$ cat config.mk
export PLATFORM = sky130hd
export DESIGN_NAME = shift_seq_16b_flat
export DESIGN_NICKNAME = d
export VERILOG_FILES = /design/src/rtl/shift_seq_16b_if.sv /design/src/rtl/shift_seq_16b.sv /design/src/flat_wrapper.sv
export SDC_FILE = /design/constraint.sdc
export NUM_CORES = 1
export LEC_CHECK = 0
export CAP_MARGIN = 20
export CORE_MARGIN = 2
export CORE_UTILIZATION = 28
export CTS_CLUSTER_SIZE = 30
export DETAILED_ROUTE_END_ITERATION = 16
export PLACE_DENSITY = 0.48
export SLEW_MARGIN = 20
export SYNTH_ARGS = -nofsm -noshare
export SYNTH_HDL_FRONTEND = slang
export SYNTH_SLANG_ARGS = --single-unit
export TNS_END_PERCENT = 5
$ cat constraint.sdc
create_clock -name clk -period 3.5 [get_ports clk]
set_input_delay 0.7 -clock clk [delete_from_list [all_inputs] [get_ports clk]]
set_output_delay 0.7 -clock clk [all_outputs]
set_load 0.01 [all_outputs]
$ cat src/rtl/shift_seq_16b_if.sv
// Handshake and shifter-port bundle for the 16-bit shift sequencer.
// The slave view belongs to the sequencer; the master view belongs to its environment.
interface shift_seq_16b_if;
  logic        in_valid;
  logic        in_ready;
  logic [15:0] in_a;
  logic [4:0]  in_amt;
  logic [2:0]  in_op;
  logic [15:0] sh_a;
  logic [3:0]  sh_sel;
  logic [1:0]  sh_lr;
  logic [15:0] sh_b;
  logic        out_valid;
  logic        out_ready;
  logic [15:0] out_data;
  logic        out_c;
  logic        out_z;
  logic        out_n;
  logic        out_err;

  modport slave (
    input  in_valid, in_a, in_amt, in_op, sh_b, out_ready,
    output in_ready, sh_a, sh_sel, sh_lr,
    output out_valid, out_data, out_c, out_z, out_n, out_err
  );

  modport master (
    output in_valid, in_a, in_amt, in_op, sh_b, out_ready,
    input  in_ready, sh_a, sh_sel, sh_lr,
    input  out_valid, out_data, out_c, out_z, out_n, out_err
  );
endinterface

$ cat src/rtl/shift_seq_16b.sv
// Multi-cycle shift/rotate sequencer driving an external combinational barrel shifter.
// Rotates take two shifter passes (one per direction) whose results are OR-ed together.
module shift_seq_16b (
  input  logic           clk,
  input  logic           rst_n,
  shift_seq_16b_if.slave bus
);

  typedef enum logic [1:0] {
    IDLE  = 2'd0,
    PASS1 = 2'd1,
    PASS2 = 2'd2,
    DONE  = 2'd3
  } state_e;

  localparam logic [2:0] OP_SLL = 3'd0;
  localparam logic [2:0] OP_SRL = 3'd1;
  localparam logic [2:0] OP_SRA = 3'd2;
  localparam logic [2:0] OP_ROL = 3'd3;
  localparam logic [2:0] OP_ROR = 3'd4;

  localparam logic [1:0] LR_LL = 2'b00;
  localparam logic [1:0] LR_LR = 2'b10;
  localparam logic [1:0] LR_AR = 2'b11;

  function automatic logic [1:0] pass1_lr(input logic [2:0] op);
    logic [1:0] lr;
    case (op)
      OP_SLL:  lr = LR_LL;
      OP_SRL:  lr = LR_LR;
      OP_SRA:  lr = LR_AR;
      OP_ROL:  lr = LR_LL;
      OP_ROR:  lr = LR_LR;
      default: lr = LR_LL;
    endcase
    return lr;
  endfunction

  state_e      state_q, state_d;
  logic [15:0] a_q, a_d;
  logic [4:0]  amt_q, amt_d;
  logic [2:0]  op_q, op_d;
  logic [15:0] partial_q, partial_d;
  logic [15:0] sh_a_q, sh_a_d;
  logic [3:0]  sh_sel_q, sh_sel_d;
  logic [1:0]  sh_lr_q, sh_lr_d;
  logic [15:0] out_data_q, out_data_d;
  logic        out_c_q, out_c_d;
  logic        out_z_q, out_z_d;
  logic        out_n_q, out_n_d;
  logic        out_err_q, out_err_d;

  logic        load_s;
  logic [15:0] res_s;
  logic        carry_s;
  logic        err_s;
  logic        rot_nz_s;
  logic        big_s;
  logic        in_range_s;
  logic [3:0]  idx_l_s;
  logic [3:0]  idx_r_s;

  // Shift-amount decode shared by all carry rules
  always_comb begin
    big_s      = amt_q[4];
    in_range_s = (amt_q != 5'd0) && (amt_q <= 5'd16);
    // 16-k and k-1 wrap naturally in 4 bits for k = 16
    idx_l_s    = 4'd0 - amt_q[3:0];
    idx_r_s    = amt_q[3:0] - 4'd1;
    rot_nz_s   = ((op_q == OP_ROL) || (op_q == OP_ROR)) && (amt_q[3:0] != 4'd0);
  end

  // Next-state, operand capture and result computation
  always_comb begin
    state_d   = state_q;
    a_d       = a_q;
    amt_d     = amt_q;
    op_d      = op_q;
    partial_d = partial_q;
    sh_a_d    = sh_a_q;
    sh_sel_d  = sh_sel_q;
    sh_lr_d   = sh_lr_q;
    load_s    = 1'b0;
    res_s     = 16'd0;
    carry_s   = 1'b0;
    err_s     = 1'b0;

    case (state_q)
      IDLE: begin
        if (bus.in_valid) begin
          a_d      = bus.in_a;
          amt_d    = bus.in_amt;
          op_d     = bus.in_op;
          sh_a_d   = bus.in_a;
          sh_sel_d = bus.in_amt[3:0];
          sh_lr_d  = pass1_lr(bus.in_op);
          state_d  = PASS1;
        end else begin
          state_d  = IDLE;
        end
      end

      PASS1: begin
        if (rot_nz_s) begin
          partial_d = bus.sh_b;
          sh_lr_d   = (op_q == OP_ROL) ? LR_LR : LR_LL;
          sh_sel_d  = 4'd0 - amt_q[3:0];
          state_d   = PASS2;
        end else begin
          load_s  = 1'b1;
          state_d = DONE;
          case (op_q)
            OP_SLL: begin
              res_s   = big_s ? 16'h0000 : bus.sh_b;
              carry_s = in_range_s ? a_q[idx_l_s] : 1'b0;
            end
            OP_SRL: begin
              res_s   = big_s ? 16'h0000 : bus.sh_b;
              carry_s = in_range_s ? a_q[idx_r_s] : 1'b0;
            end
            OP_SRA: begin
              res_s   = big_s ? {16{a_q[15]}} : bus.sh_b;
              if (amt_q == 5'd0) begin
                carry_s = 1'b0;
              end else if (in_range_s) begin
                carry_s = a_q[idx_r_s];
              end else begin
                carry_s = a_q[15];
              end
            end
            OP_ROL, OP_ROR: begin
              res_s   = a_q;
              carry_s = 1'b0;
            end
            default: begin
              res_s   = a_q;
              carry_s = 1'b0;
              err_s   = 1'b1;
            end
          endcase
        end
      end

      PASS2: begin
        load_s  = 1'b1;
        res_s   = partial_q | bus.sh_b;
        carry_s = (op_q == OP_ROL) ? res_s[0] : res_s[15];
        state_d = DONE;
      end

      DONE: begin
        if (bus.out_ready) begin
          state_d = IDLE;
        end else begin
          state_d = DONE;
        end
      end

      default: begin
        state_d = IDLE;
      end
    endcase

    out_data_d = load_s ? res_s : out_data_q;
    out_c_d    = load_s ? carry_s : out_c_q;
    out_z_d    = load_s ? (res_s == 16'd0) : out_z_q;
    out_n_d    = load_s ? res_s[15] : out_n_q;
    out_err_d  = load_s ? err_s : out_err_q;
  end

  // State and datapath registers with synchronous active-low reset
  always_ff @(posedge clk) begin
    if (!rst_n) begin
      state_q    <= IDLE;
      a_q        <= 16'd0;
      amt_q      <= 5'd0;
      op_q       <= 3'd0;
      partial_q  <= 16'd0;
      sh_a_q     <= 16'd0;
      sh_sel_q   <= 4'd0;
      sh_lr_q    <= 2'd0;
      out_data_q <= 16'd0;
      out_c_q    <= 1'b0;
      out_z_q    <= 1'b0;
      out_n_q    <= 1'b0;
      out_err_q  <= 1'b0;
    end else begin
      state_q    <= state_d;
      a_q        <= a_d;
      amt_q      <= amt_d;
      op_q       <= op_d;
      partial_q  <= partial_d;
      sh_a_q     <= sh_a_d;
      sh_sel_q   <= sh_sel_d;
      sh_lr_q    <= sh_lr_d;
      out_data_q <= out_data_d;
      out_c_q    <= out_c_d;
      out_z_q    <= out_z_d;
      out_n_q    <= out_n_d;
      out_err_q  <= out_err_d;
    end
  end

  assign bus.in_ready  = (state_q == IDLE);
  assign bus.out_valid = (state_q == DONE);
  assign bus.sh_a      = sh_a_q;
  assign bus.sh_sel    = sh_sel_q;
  assign bus.sh_lr     = sh_lr_q;
  assign bus.out_data  = out_data_q;
  assign bus.out_c     = out_c_q;
  assign bus.out_z     = out_z_q;
  assign bus.out_n     = out_n_q;
  assign bus.out_err   = out_err_q;

endmodule

$ cat src/flat_wrapper.sv
// flat-port wrapper written by rule: the top's interface ports become plain ports
module shift_seq_16b_flat 
  (clk, rst_n, bus_in_valid, bus_in_a, bus_in_amt, bus_in_op, bus_sh_b, bus_out_ready, bus_in_ready, bus_sh_a, bus_sh_sel, bus_sh_lr, bus_out_valid, bus_out_data, bus_out_c, bus_out_z, bus_out_n, bus_out_err);
  shift_seq_16b_if bus_i ();
  input  logic clk;
  input  logic rst_n;
  input wire logic [$bits(bus_i.in_valid)-1:0] bus_in_valid;
  input wire logic [$bits(bus_i.in_a)-1:0] bus_in_a;
  input wire logic [$bits(bus_i.in_amt)-1:0] bus_in_amt;
  input wire logic [$bits(bus_i.in_op)-1:0] bus_in_op;
  input wire logic [$bits(bus_i.sh_b)-1:0] bus_sh_b;
  input wire logic [$bits(bus_i.out_ready)-1:0] bus_out_ready;
  output wire logic [$bits(bus_i.in_ready)-1:0] bus_in_ready;
  output wire logic [$bits(bus_i.sh_a)-1:0] bus_sh_a;
  output wire logic [$bits(bus_i.sh_sel)-1:0] bus_sh_sel;
  output wire logic [$bits(bus_i.sh_lr)-1:0] bus_sh_lr;
  output wire logic [$bits(bus_i.out_valid)-1:0] bus_out_valid;
  output wire logic [$bits(bus_i.out_data)-1:0] bus_out_data;
  output wire logic [$bits(bus_i.out_c)-1:0] bus_out_c;
  output wire logic [$bits(bus_i.out_z)-1:0] bus_out_z;
  output wire logic [$bits(bus_i.out_n)-1:0] bus_out_n;
  output wire logic [$bits(bus_i.out_err)-1:0] bus_out_err;
  assign bus_i.in_valid = bus_in_valid;
  assign bus_i.in_a = bus_in_a;
  assign bus_i.in_amt = bus_in_amt;
  assign bus_i.in_op = bus_in_op;
  assign bus_i.sh_b = bus_sh_b;
  assign bus_i.out_ready = bus_out_ready;
  assign bus_in_ready = bus_i.in_ready;
  assign bus_sh_a = bus_i.sh_a;
  assign bus_sh_sel = bus_i.sh_sel;
  assign bus_sh_lr = bus_i.sh_lr;
  assign bus_out_valid = bus_i.out_valid;
  assign bus_out_data = bus_i.out_data;
  assign bus_out_c = bus_i.out_c;
  assign bus_out_z = bus_i.out_z;
  assign bus_out_n = bus_i.out_n;
  assign bus_out_err = bus_i.out_err;
  shift_seq_16b u_core (.clk(clk), .rst_n(rst_n), .bus(bus_i));
endmodule
# Word level (Yosys, flattened, before mapping)
# Index checks and enable logic that the tools add are counted.
word_totals:
  register_bits: 68
  inputBits: 44
classes:
  addsub: 2
  order_cmp: 3
  n_eq_ne: 12
  mux: 34
  bitwise: 1
  reduce_logical: 16
ops:
  columns: ["cell", "n"]
  rows:
  - ["$pmux 16 s2", 2]
  - ["$mux 16", 3]
  - ["$logic_not 16->1", 1]
  - ["$or 16x16->16", 1]
  - ["$mux 1", 14]
  - ["$lt 4x5->1 const B", 2]
  - ["$eq 3x2->1 const B", 3]
  - ["$bmux 1 s4", 2]
  - ["$mux 2", 4]
  - ["$mux 4", 2]
  - ["$pmux 2 s2", 2]
  - ["$pmux 2 s4", 1]
  - ["$pmux 4 s2", 1]
  - ["$eq 3x1->1 const B", 2]
  - ["$eq 3x3->1 const B", 2]
  - ["$le 5x5->1 const B", 1]
  - ["$logic_not 5->1", 1]
  - ["$reduce_bool 5->1", 1]
  - ["$reduce_or 5->1", 1]
  - ["$eq 2x2->1 const B", 2]
  - ["$pmux 1 s2", 2]
  - ["$reduce_and 2->1", 2]
  - ["$reduce_bool 4->1", 1]
  - ["$reduce_or 2->1", 2]
  - ["12 further kinds", 13]

# Logic depth before layout (Yosys ltp)
# Gate-level depths: netlist (run 1).
logic_depth:
  depth_word: 8
  mapped_depth: 12

# Worst setup path after synthesis (run 1)
# OpenSTA, ideal clock, no wires.
synth_timing:
  kind: "flip-flop to flip-flop"
  start: "register u_core.amt_q[0]"
  end: "register u_core.out_c_q (netlist: u_core.bus.out_c)"
  setup_time_ns: 0.122
  arrival_time_ns: 2.525
  t_required_ns: 3.378
  slack_ns: 0.853
  path_stages_with_launch: 9
  path_cell_list: "dfxtp_1 buf_2 inv_1 ha_1 buf_1 mux4_2 mux4_2 nor3b_1 o311a_1"
synth_via:
  elab_chain_len: 8
  word_cells_on_any_way: 21
  classes_between: "add/sub (2); order compare (1); mux (13); reduce/logical (5)"
synth_rtl:
  columns: ["element", "line", "source"]
  rows:
  - ["from (decl)", "shift_seq_16b.sv:41", "logic [4:0] amt_q, amt_d;"]
  - ["from (signal assigned)", "shift_seq_16b.sv:190", "amt_q <= amt_d;"]
  - ["$sub 4x1->4", "shift_seq_16b.sv:69", "idx_r_s = amt_q[3:0] - 4'd1;"]
  - ["$bmux 1 s4", "shift_seq_16b.sv:119, shift_seq_16b.sv:126", null]
  - ["$mux 1 (not written as such)", "shift_seq_16b.sv:119, shift_seq_16b.sv:126", null]
  - ["$mux 1", "shift_seq_16b.sv:125", "end else if (in_range_s) begin"]
  - ["$mux 1", "shift_seq_16b.sv:123", "if (amt_q == 5'd0) begin"]
  - ["$pmux 1 s3", "shift_seq_16b.sv:112", "case (op_q)"]
  - ["$mux 1", "shift_seq_16b.sv:104", "if (rot_nz_s) begin"]
  - ["$pmux 1 s2", "shift_seq_16b.sv:88", "case (state_q)"]
  - ["to (signal assigned)", "shift_seq_16b.sv:197", "out_c_q <= out_c_d;"]
  - ["to (decl)", "shift_seq_16b.sv:48", "logic out_c_q, out_c_d;"]
# Parallel ways exist; a longest one is shown, timed or not. The select of a mux whose other input is x is not followed.
# A chain may end at the register's enable or synchronous reset.

# Final worst setup path (run 1)
layout_timing:
  start: "register u_core.amt_q[1]"
  end: "register u_core.out_data_q[6] (netlist: u_core.bus.out_data[6])"
layout_via:
  elab_chain_len: 4
  word_cells_on_any_way: 6
  classes_between: "mux (4); reduce/logical (2)"
layout_rtl:
  columns: ["element", "line", "source"]
  rows:
  - ["$reduce_bool 4->1 *", "shift_seq_16b.sv:70", "rot_nz_s = ((op_q == OP_ROL) || (op_q == OP_ROR)) && (amt_q[3:0] != 4'd0);"]
  - ["$logic_and 1x1->1 *", "shift_seq_16b.sv:70", null]
  - ["$mux 16 or $mux 1 (tied branches)", "shift_seq_16b.sv:104", null]
  - ["$pmux 16 s2 or $pmux 1 s2 (tied branches)", "shift_seq_16b.sv:88", null]
  - ["to (signal assigned)", "shift_seq_16b.sv:196", "out_data_q <= out_data_d;"]
  - ["to (decl)", "shift_seq_16b.sv:47", "logic [15:0] out_data_q, out_data_d;"]
# Every way passes the cells marked *; elsewhere a longest branch is shown, timed or not.

==> impl_metrics.csv, run 1 <==
group,metric,value,unit
run_status,status,"finished clean",
power,p_per_area,466,mW/mm²
global_routing,grt_overflow,0,
placement,numPortBuffers,87,
floorplan,coreArea,0.0126,mm²
worst_setup_path,critPathKind,"reg -> reg",
synthesis,syn_avg_cell_area,8.69,µm²
timing,layout_setup_ws,0.679,ns
drt,first_iter_violations,208,
cts,cts_root_buffer,"clkbuf_16",
drt,routed_wl,10600,µm
worst_setup_path,start_kind,"register",
power,power_switching_share,30.1,%
synthesis,synth_edf_count,0,
worst_setup_path,end_kind,"register",
worst_hold_path,whs_endpoint,"u_core.partial_q[12]$_SDFFE_PN0P_",
cells_and_area,area_growth_syn_to_layout,35.1,%
drt,via_per_inst,4.85,
floorplan,ios,88,
cts,cts_made_buffers,9,
synthesis,synth.top_cell.area_share,37.4,%
synthesis,yosys.area.top_type,"dfxtp_1",
worst_hold_path,hp-start,"u_core.partial_q[12]$_SDFFE_PN0P_",
timing,finClkSkew,0.00977,ns
synthesis,yosysUniqueCellTypes,49,
cells_and_area,drive_gt1_share,7.96,%
timing,maxSlewViolCount,0,
cts,clock_sinks,67,
floorplan,start_util,28.6,%
timing,maxSlewHeadroom,45.5,%
floorplan,die_w,117,µm
cts,cts_hold_buf,0,
floorplan,dieArea,0.0137,mm²
power,clock_power_share,37.4,%
drt,firstDrtPassIters,4,
worst_setup_path,ff2ff_path_depth,9,
cts,cts-resized-gates,0,
timing,rsz0062_at_grt,"false",
power,p_int,1.58,mW
cells_and_area,instances_no_fill,662,
synthesis,seq_area_frac_synth,37.4,%
job,cap_violations,0,
timing,hold_viol,0,
timing,period_share,80.6,%
worst_setup_path,required,3.72,ns
placement,pre_cts_slack,0.729,ns
cells_and_area,final_nets,536,
drt,num_vias,3211,
global_routing,grt_pass1_vias,3158,
synthesis,synth_area_leaders,"dfxtp_1 (37%), nand2_1 (9.7%), a21boi_0 (8.4%)",
placement,routabilityCongestion,0.867,
synthesis,ys_warn_count,0,
worst_hold_path,hold_class,"reg -> reg",
drt,wl_per_cell,16.1,µm
worst_setup_path,cp_max_fo,21,
synthesis,synth_ff_type,"dfxtp_1",
global_routing,grt_pass1_wl,17100,µm
worst_setup_path,r2r_end,"u_core.bus.out_data[6]$_SDFFE_PN0P_",
timing,setup_tns,0,ns
power,p_leak,1.72,nW
global_routing,grt_usage,16.2,%
cts,cts_tree,"built",
synthesis,postSynth.asyncResetShare,0,%
power,pwr-share-comb,24.4,%
cts,post_cts_buffers,0,
cells_and_area,fill_cells,1295,
synthesis,synth_cells,413,
power,peakVddDrop,0.204,mV
power,p_sw,680,µW
worst_setup_path,r2r_start,"u_core.amt_q[1]$_SDFFE_PN0P_",
floorplan,fp-row-count,41,
power,fin_total_pwr,2.26,mW
cts,clk_pin_slew_worst_paths,0.06,ns
timing,worst_slew_pin_slew,0.817,ns
timing,period_minus_slack,2.82,ns
synthesis,syn_nets,464,
worst_hold_path,min_path_cells,2,
timing,fmax,0.354,GHz
timing,setup_viol_count_final,0,
cells_and_area,final_util,38.6,%
worst_setup_path,crit_arrival,3.04,ns
placement,dpl.cell_count,646,
cts,cts_buffer_depth,2,
global_routing,grt_antenna_before_repair,0,
placement,hpwl,7810,µm
drt,ant_nets,0,
worst_setup_path,r2r_setup_slack,0.68,ns
global_routing,grt_max_degree,39,
cts,clkLatencyLatePin,0.33,ns
floorplan,die_y,117,µm
power,seqPwrFrac,38.2,%
synthesis,ys_ff_latch,67,
cts,h-tree-depth,3,
drt,drc,0,
cells_and_area,diodes,0,
synthesis,syn-cell-area,0.00359,mm²
flip-flops by register name (all words and copies together), names as in the netlist:
signal	flops
u_core.bus.out_err	1
u_core.bus.out_data	15
u_core.bus.sh_sel	4
u_core.op_q	3
u_core.bus.out_z	1
u_core.state_q	2
u_core.bus.out_c	1
u_core.amt_q	5
u_core.bus.out_n	1
u_core.bus.sh_lr	2
u_core.partial_q	16
u_core.a_q	16
area by class of cell:
cell class	instances	area, µm²	area share [%]
Timing Repair Buffer	94	918	18.9
Sequential cell	67	1340	27.7
Inverter	8	30.0	0.619
Multi-Input combinational cell	305	2060	42.6
Tap cell	172	215	4.44
Clock inverter	6	41.3	0.851
Clock buffer	10	239	4.93
cell usage in the layout, fill, tap and decap left out, drive strengths merged, types with 3 or more instances in the layout:
| master | count |
|---|---|
| nor3b | 3 |
| nor2b | 14 |
| o211a | 10 |
| a21boi | 43 |
| mux2i | 19 |
| buf | 8 |
| o31a | 3 |
| o31ai | 12 |
| mux4 | 10 |
| clkdlybuf4s50 | 86 |
| o21ai | 28 |
| nand2b | 4 |
| a211oi | 8 |
| clkinvlp | 3 |
| nor2 | 11 |
| clkbuf | 10 |
| a21oi | 12 |
| ha | 7 |
| clkinv | 4 |
| nand2 | 93 |
| inv | 7 |
| dfxtp | 67 |
power groups by stage:
| stage | registers [mW] | clock network, mW | logic [mW] |
|---|---|---|---|
| 6_report | 0.862 | 0.845 | 0.553 |
| 5_1_grt | 0.871 | 0.897 | 0.605 |
| 4_1_cts | 0.862 | 0.862 | 0.559 |
| 3_5_place_dp | 0.878 | 0 | 0.555 |
| 3_3_place_gp | 0.877 | 0 | 0.554 |
| 2_1_floorplan | 0.878 | 0 | 0.322 |
per-stage QoR:
stage,hold WS (ns),cell area [µm²]
2_1_floorplan,0.435,3590
3_3_place_gp,0.447,4570
3_5_place_dp,0.454,4570
4_1_cts,0.462,4850
5_1_grt,0.474,4850
6_report,0.462,4850
how the worst max path moves through the flow:
stage / cells after the start / start / slack, ns / endpoint
floorplan: 8 / u_core.amt_q[0]$_SDFFE_PN0P_ / 0.85 / u_core.bus.out_c$_SDFFE_PN0P_
global placement: 9 / u_core.amt_q[1]$_SDFFE_PN0P_ / 0.77 / u_core.bus.out_data[14]$_SDFFE_PN0P_
detailed placement: 9 / u_core.amt_q[1]$_SDFFE_PN0P_ / 0.73 / u_core.bus.out_data[7]$_SDFFE_PN0P_
CTS: 9 / u_core.amt_q[1]$_SDFFE_PN0P_ / 0.70 / u_core.bus.out_data[6]$_SDFFE_PN0P_
global route: 9 / u_core.amt_q[1]$_SDFFE_PN0P_ / 0.46 / u_core.bus.out_data[13]$_SDFFE_PN0P_
finish: 9 / u_core.amt_q[1]$_SDFFE_PN0P_ / 0.68 / u_core.bus.out_data[6]$_SDFFE_PN0P_
critical path, stage by stage, from the launching register on:
cell and delay, ns:
dfxtp_1 0.32, inv_1 0.07, ha_1 0.17, nor3b_1 0.47, a21oi_2 0.22, or2b_1 0.45, a21boi_2 0.36, buf_4 0.36
mux2i_1 0.22, nor2b_1 0.06
layer usage:
metal,GRT usage [%],part of all wire [%]
met4,4.16,0.91
met1,22.2,48
met2,26.0,45
met3,3.66,5.2
met5,0,0
cell usage after synthesis, types with 3 or more instances:
| cell type | number |
|---|---|
| a21oi_1 | 11 |
| ha_1 | 7 |
| a211oi_1 | 8 |
| o21ai_0 | 28 |
| nand2b_1 | 4 |
| dfxtp_1 | 67 |
| mux2i_1 | 19 |
| mux4_2 | 10 |
| buf_4 | 3 |
| o211a_1 | 10 |
| a21boi_0 | 40 |
| nor2_1 | 11 |
| nor2b_1 | 14 |
| buf_2 | 5 |
| o31ai_1 | 12 |
| o31a_1 | 3 |
| nor3b_1 | 3 |
| inv_1 | 7 |
| nand2_1 | 93 |
| clkbuf_1 | 21 |
kinds of logic after synthesis:
kind of cell / share of synthesized area (%)
compound gates: 24.8
buf+inv: 5.20
simple gates: 17.3
flops: 37.4
mux: 11.9
fa+ha+maj: 2.44
xor+xnor: 0.976
No activity file was read; power rests on OpenSTA's default activity.
==> run 2: changes to the inputs <==
==> constraint.sdc (replaced) <==
create_clock -name clk -period 2.77 [get_ports clk]
set_input_delay 0.554 -clock clk [delete_from_list [all_inputs] [get_ports clk]]
set_output_delay 0.554 -clock clk [all_outputs]
set_load 0.01 [all_outputs]
==> run 2 against run 1 <==
Setup slack worse by 0.28 ns. Critical endpoint is now u_core.bus.out_c$_SDFFE_PN0P_. Clock skew down 0.0016 ns. Global-route usage up 0.43 points. Cell count up 0.91%. Non-clock buffer count up 7. Largest cell class unchanged. Cell area up 0.85%. Core utilization up 0.33 points. Combinational power up 30%. Routed wire length up 2.4%. Hold slack worse by 0.0038 ns.
==> impl_metrics.csv, run 2 (synthesized netlist as in run 1, its figures left out) <==
group,metric,value,unit
worst_setup_path,ff2ff_path_depth,6,
floorplan,dieArea,0.0137,mm²
power,power_switching_share,30.1,%
power,clock_power_share,36.9,%
worst_setup_path,r2r_start,"u_core.amt_q[1]$_SDFFE_PN0P_",
timing,worst_slew_pin_slew,0.641,ns
cts,cts_made_buffers,9,
drt,via_per_inst,4.88,
global_routing,grtUsageMet1,24.1,%
power,pwr-share-comb,25.1,%
worst_setup_path,crit_start,"u_core.amt_q[1]$_SDFFE_PN0P_",
placement,hpwl,7970,µm
timing,setup_tns,0,ns
power,peakVddDrop,0.313,mV
worst_setup_path,critPathTopFamily,"multiplexers",
drt,num_vias,3262,
timing,setup_viol_count_final,0,
worst_setup_path,start_kind,"register",
timing,layout_setup_ws,0.400,ns
placement,dpl.cell_count,653,
worst_setup_path,required,2.98,ns
worst_setup_path,r2r_setup_slack,0.40,ns
cells_and_area,final_nets,543,
cells_and_area,final_common_cell,"nand2_1",
cts,cts_tree,"built",
timing,period_share,85.6,%
cells_and_area,diodes,0,
cells_and_area,area_growth_syn_to_layout,36.3,%
power,p_per_area,585,mW/mm²
drt,drc,0,
worst_setup_path,path_depth,6,
cts,clk_pin_slew_worst_paths,0.06,ns
power,p_int,2.00,mW
cells_and_area,fill_cells,1278,
floorplan,fp-row-count,41,
cts,cts_buffer_depth,2,
timing,finClkSkew,0.00816,ns
cts,clock_sinks,67,
timing,rsz0062_at_grt,"false",
drt,first_iter_violations,164,
worst_setup_path,critPathKind,"reg -> reg",
timing,maxSlewHeadroom,57.3,%
global_routing,grt_pass1_wl,17300,µm
worst_setup_path,crit_arrival,2.58,ns
power,p_sw,863,µW
global_routing,gr-usage-met3,3.86,%
global_routing,use_met2,25.0,%
cells_and_area,final_util,38.9,%
cts,h-tree-depth,3,
power,p_leak,1.76,nW
global_routing,grt_pass1_vias,3115,
floorplan,coreArea,0.0126,mm²
worst_setup_path,critPathSlowestCell,"mux4_2",
cts,cts_hold_buf,0,
worst_setup_path,slowest_delay,0.49,ns
cts,post_cts_buffers,0,
floorplan,die_w,117,µm
floorplan,ios,88,
global_routing,grt_antenna_before_repair,0,
worst_setup_path,crit_end,"u_core.bus.out_c$_SDFFE_PN0P_",
timing,period_minus_slack,2.37,ns
worst_setup_path,end_kind,"register",
timing,fmax,0.422,GHz
timing,worst_hold_slack,0.458,ns
global_routing,busiest_layer,"met2",
drt,ant_nets,0,
worst_setup_path,cp_cell_sequence,"inv_1 -> ha_1 -> mux4_2 -> mux4_2 -> nor3b_1 -> o311a_1",
run_status,status,"finished clean",
cells_and_area,instances_no_fill,668,
worst_setup_path,r2r_end,"u_core.bus.out_c$_SDFFE_PN0P_",
worst_hold_path,hold_class,"reg -> reg",
worst_setup_path,cp_max_fo,9,
timing,hold_viol,0,
power,seqPwrFrac,38.1,%
placement,pre_cts_slack,0.377,ns
worst_setup_path,path_buf_inv,1,
floorplan,die_y,117,µm
cts,cts-resized-gates,0,
drt,routed_wl,10900,µm
drt,wl_per_cell,16.3,µm
global_routing,grt_usage,16.7,%
global_routing,grt_overflow,0,
placement,numPortBuffers,87,
cells_and_area,most-common-layout-cells,"nand2_1 (93), clkdlybuf4s50_1 (86), dfxtp_1 (67)",
cts,clkLatencyLatePin,0.33,ns
worst_setup_path,path_common_cell,"mux4_2",
drt,firstDrtPassIters,5,
cts,cts_root_buffer,"clkbuf_16",
placement,routabilityCongestion,0.783,
cells_and_area,drive_gt1_share,9.07,%
job,cap_violations,0,
timing,maxSlewViolCount,0,
floorplan,start_util,28.6,%
global_routing,grt_max_degree,34,
run 2: changes by cell type in the layout (fill, tap and decap cells not counted), sizes merged:
cell      previous run  this run
clkinvlp             3         2
buf                  8        15
run 2: per-stage QoR:
step	instance area (µm²)	power (mW)
floorplan	3590	1.52
global placement	4620	1.83
detailed placement	4620	1.83
CTS	4890	2.89
global route	4890	3.01
finish	4890	2.86
run 2: routing by layer:
layer  wire [µm]  up-vias
li1            -     1614
met1        5460     1532
met2        4700      103
met3         614       13
met4         136        0
met5           0        -
run 2: cell type report:
| class | count | area [µm²] | area share [%] |
|---|---|---|---|
| timing repair buffer | 101 | 971 | 19.9 |
| inverter | 8 | 30.0 | 0.614 |
| multi-input combinational | 305 | 2060 | 42.2 |
| tap | 172 | 215 | 4.40 |
| clock inverter | 5 | 30.0 | 0.614 |
| clock buffer | 10 | 239 | 4.89 |
| sequential | 67 | 1340 | 27.4 |
run 2: worst min path at each step:
stage,end,start,cells past startpoint,slack (ns)
2_1_floorplan,u_core.partial_q[15]$_SDFFE_PN0P_,u_core.partial_q[15]$_SDFFE_PN0P_,2,0.44
4_1_cts,u_core.partial_q[15]$_SDFFE_PN0P_,u_core.partial_q[15]$_SDFFE_PN0P_,2,0.46
3_3_place_gp,u_core.partial_q[15]$_SDFFE_PN0P_,u_core.partial_q[15]$_SDFFE_PN0P_,2,0.44
3_5_place_dp,u_core.partial_q[15]$_SDFFE_PN0P_,u_core.partial_q[15]$_SDFFE_PN0P_,2,0.45
6_report,u_core.partial_q[15]$_SDFFE_PN0P_,u_core.partial_q[15]$_SDFFE_PN0P_,2,0.46
5_1_grt,u_core.partial_q[5]$_SDFFE_PN0P_,u_core.partial_q[5]$_SDFFE_PN0P_,2,0.47
run 2: tightest hold or removal path, stage by stage, from the launching register on:
cell	delay [ns]
dfxtp_1	0.31
nand2_1	0.05
a21boi_1	0.05
run 2: power groups by stage:
stage | clock, mW | sequential [mW] | combinational (mW)
after floorplan | 0 | 1.11 | 0.407
after global placement | 0 | 1.11 | 0.720
after detailed placement | 0 | 1.11 | 0.720
after CTS | 1.08 | 1.09 | 0.724
after global routing | 1.12 | 1.10 | 0.789
final | 1.06 | 1.09 | 0.718
==> run 3: changes to the inputs <==
==> constraint.sdc (replaced) <==
create_clock -name clk -period 2.6 [get_ports clk]
set_input_delay 0.52 -clock clk [delete_from_list [all_inputs] [get_ports clk]]
set_output_delay 0.52 -clock clk [all_outputs]
set_load 0.01 [all_outputs]
==> run 3 against run 2 <==
Non-clock buffer count unchanged. Setup slack got worse by 0.23 ns. Clock power increased by 14%. Die area unchanged. Cell area increased by 1.2%. Critical path depth unchanged. Via count decreased by 0.21%. Fmax decreased by 2.3%. Largest cell class unchanged. Highest routed layer unchanged.
==> impl_metrics.csv, run 3 (synthesized netlist as in run 1, its figures left out) <==
group,metric,value,unit
timing,setup_tns,0,ns
cells_and_area,drive_gt1_share,8.87,%
worst_setup_path,start_kind,"register",
timing,layout_setup_ws,0.174,ns
cells_and_area,final_common_cell,"nand2_1",
run_status,status,"finished clean",
cells_and_area,seq_area,0.00134,mm²
timing,maxSlewViolCount,0,
power,p_int,2.26,mW
global_routing,grt_max_degree,36,
worst_hold_path,hp-start,"u_core.partial_q[15]$_SDFFE_PN0P_",
power,p_per_area,636,mW/mm²
power,power_switching_share,28.0,%
cells_and_area,most-common-layout-cells,"nand2_1 (93), clkdlybuf4s50_1 (86), dfxtp_1 (67)",
timing,hold_viol,0,
cts,cts_tree,"built",
cts,cts_made_buffers,9,
worst_setup_path,r2r_start,"u_core.op_q[0]$_SDFFE_PN0P_",
timing,worst_hold_slack,0.456,ns
drt,ant_nets,0,
global_routing,grt_usage,16.5,%
floorplan,ios,88,
timing,setup_viol_count_final,0,
cts,cts_hold_buf,0,
drt,wl_per_cell,16.6,µm
global_routing,grt_pass1_wl,17300,µm
cts,cts_buffer_depth,2,
timing,fmax,0.412,GHz
drt,num_vias,3255,
cts,clock_sinks,67,
timing,period_minus_slack,2.43,ns
cells_and_area,area_growth_syn_to_layout,37.9,%
placement,pre_cts_slack,0.205,ns
cts,cts_root_buffer,"clkbuf_16",
global_routing,grt_antenna_before_repair,0,
worst_setup_path,required,2.84,ns
drt,routed_wl,11100,µm
power,clock_power_share,38.4,%
cts,h-tree-depth,3,
floorplan,fp-row-count,41,
floorplan,dieArea,0.0137,mm²
timing,worst_slew_pin_slew,0.617,ns
global_routing,grt_overflow,0,
timing,maxSlewHeadroom,58.6,%
floorplan,coreArea,0.0126,mm²
job,cap_violations,0,
power,seqPwrFrac,37.0,%
worst_hold_path,min_path_cells,2,
global_routing,grt_pass1_vias,3126,
worst_hold_path,hold_class,"reg -> reg",
worst_setup_path,ff2ff_path_depth,6,
cells_and_area,final_nets,543,
timing,finClkSkew,0.00512,ns
cells_and_area,diodes,0,
placement,hpwl,8210,µm
worst_setup_path,crit_start,"u_core.op_q[0]$_SDFFE_PN0P_",
floorplan,die_w,117,µm
drt,first_iter_violations,175,
drt,firstDrtPassIters,5,
power,p_sw,882,µW
power,p_leak,1.79,nW
worst_setup_path,end_kind,"register",
power,peakVddDrop,0.213,mV
cells_and_area,fill_cells,1275,
cells_and_area,final_util,39.4,%
drt,via_per_inst,4.87,
placement,routabilityCongestion,0.915,
floorplan,start_util,28.6,%
timing,period_share,93.3,%
worst_setup_path,crit_arrival,2.67,ns
power,fin_total_pwr,3.15,mW
worst_setup_path,cp_max_fo,11,
cts,clkLatencyLatePin,0.33,ns
cts,clk_pin_slew_worst_paths,0.05,ns
cells_and_area,multi_input_area,0.00207,mm²
worst_setup_path,critPathKind,"reg -> reg",
placement,numPortBuffers,87,
timing,rsz0062_at_grt,"false",
power,pwr-share-comb,24.5,%
floorplan,die_y,117,µm
drt,drc,0,
## run 3: changes by cell type in the layout (fill, tap and decap cells not counted), sizes merged
cell / delta
clkbuf: +3
clkinv: -2
clkinvlp: -2
bufinv: +1
## run 3: critical path, cell delays in order, from the launching register on
cell	delay [ns]
dfxtp_1	0.40
or3b_1	0.43
a21oi_2	0.20
or2b_1	0.38
o31ai_1	0.19
or4_1	0.55
o32ai_2	0.20
## run 3: what timing repair did
action,in CTS,in global routing
setup buffers,0,0
endpoints found under the setup margin,0,2
resized for setup,0,1
## run 3: path summary, 6_finish.rpt
check | slack, ns | to
max | 0.17 | u_core.bus.out_z$_SDFFE_PN0P_
min | 0.46 | u_core.partial_q[15]$_SDFFE_PN0P_
max reg2reg | 0.17 | u_core.bus.out_z$_SDFFE_PN0P_
min reg2reg | 0.46 | u_core.partial_q[15]$_SDFFE_PN0P_
## run 3: metrics by stage
stage | std cells | area [µm²]
floorplan | 413 | 3590
global placement | 653 | 4650
detailed placement | 653 | 4650
CTS | 668 | 4940
global route | 668 | 4950
finish | 668 | 4950
## run 3: routing by layer
layer	track usage (%)	wire [µm]
met2	24.4	4790
met3	3.86	670
met5	0	0
met4	4.71	89
met1	23.9	5500
## run 3: layout make-up
cell class	instances	area share (%)
Inverter	8	0.607
Tap cell	172	4.35
Clock buffer	13	5.26
Multi-Input combinational cell	305	41.8
Clock inverter	2	0.708
Sequential cell	67	27.1
Timing Repair Buffer	101	20.1
## run 3: power by group through the flow
stage	registers [mW]	logic [mW]	clock network, mW
floorplan	1.18	0.434	0
global placement	1.19	0.769	0
detailed placement	1.19	0.771	0
CTS	1.17	0.775	1.24
global route	1.17	0.843	1.28
finish	1.17	0.771	1.21
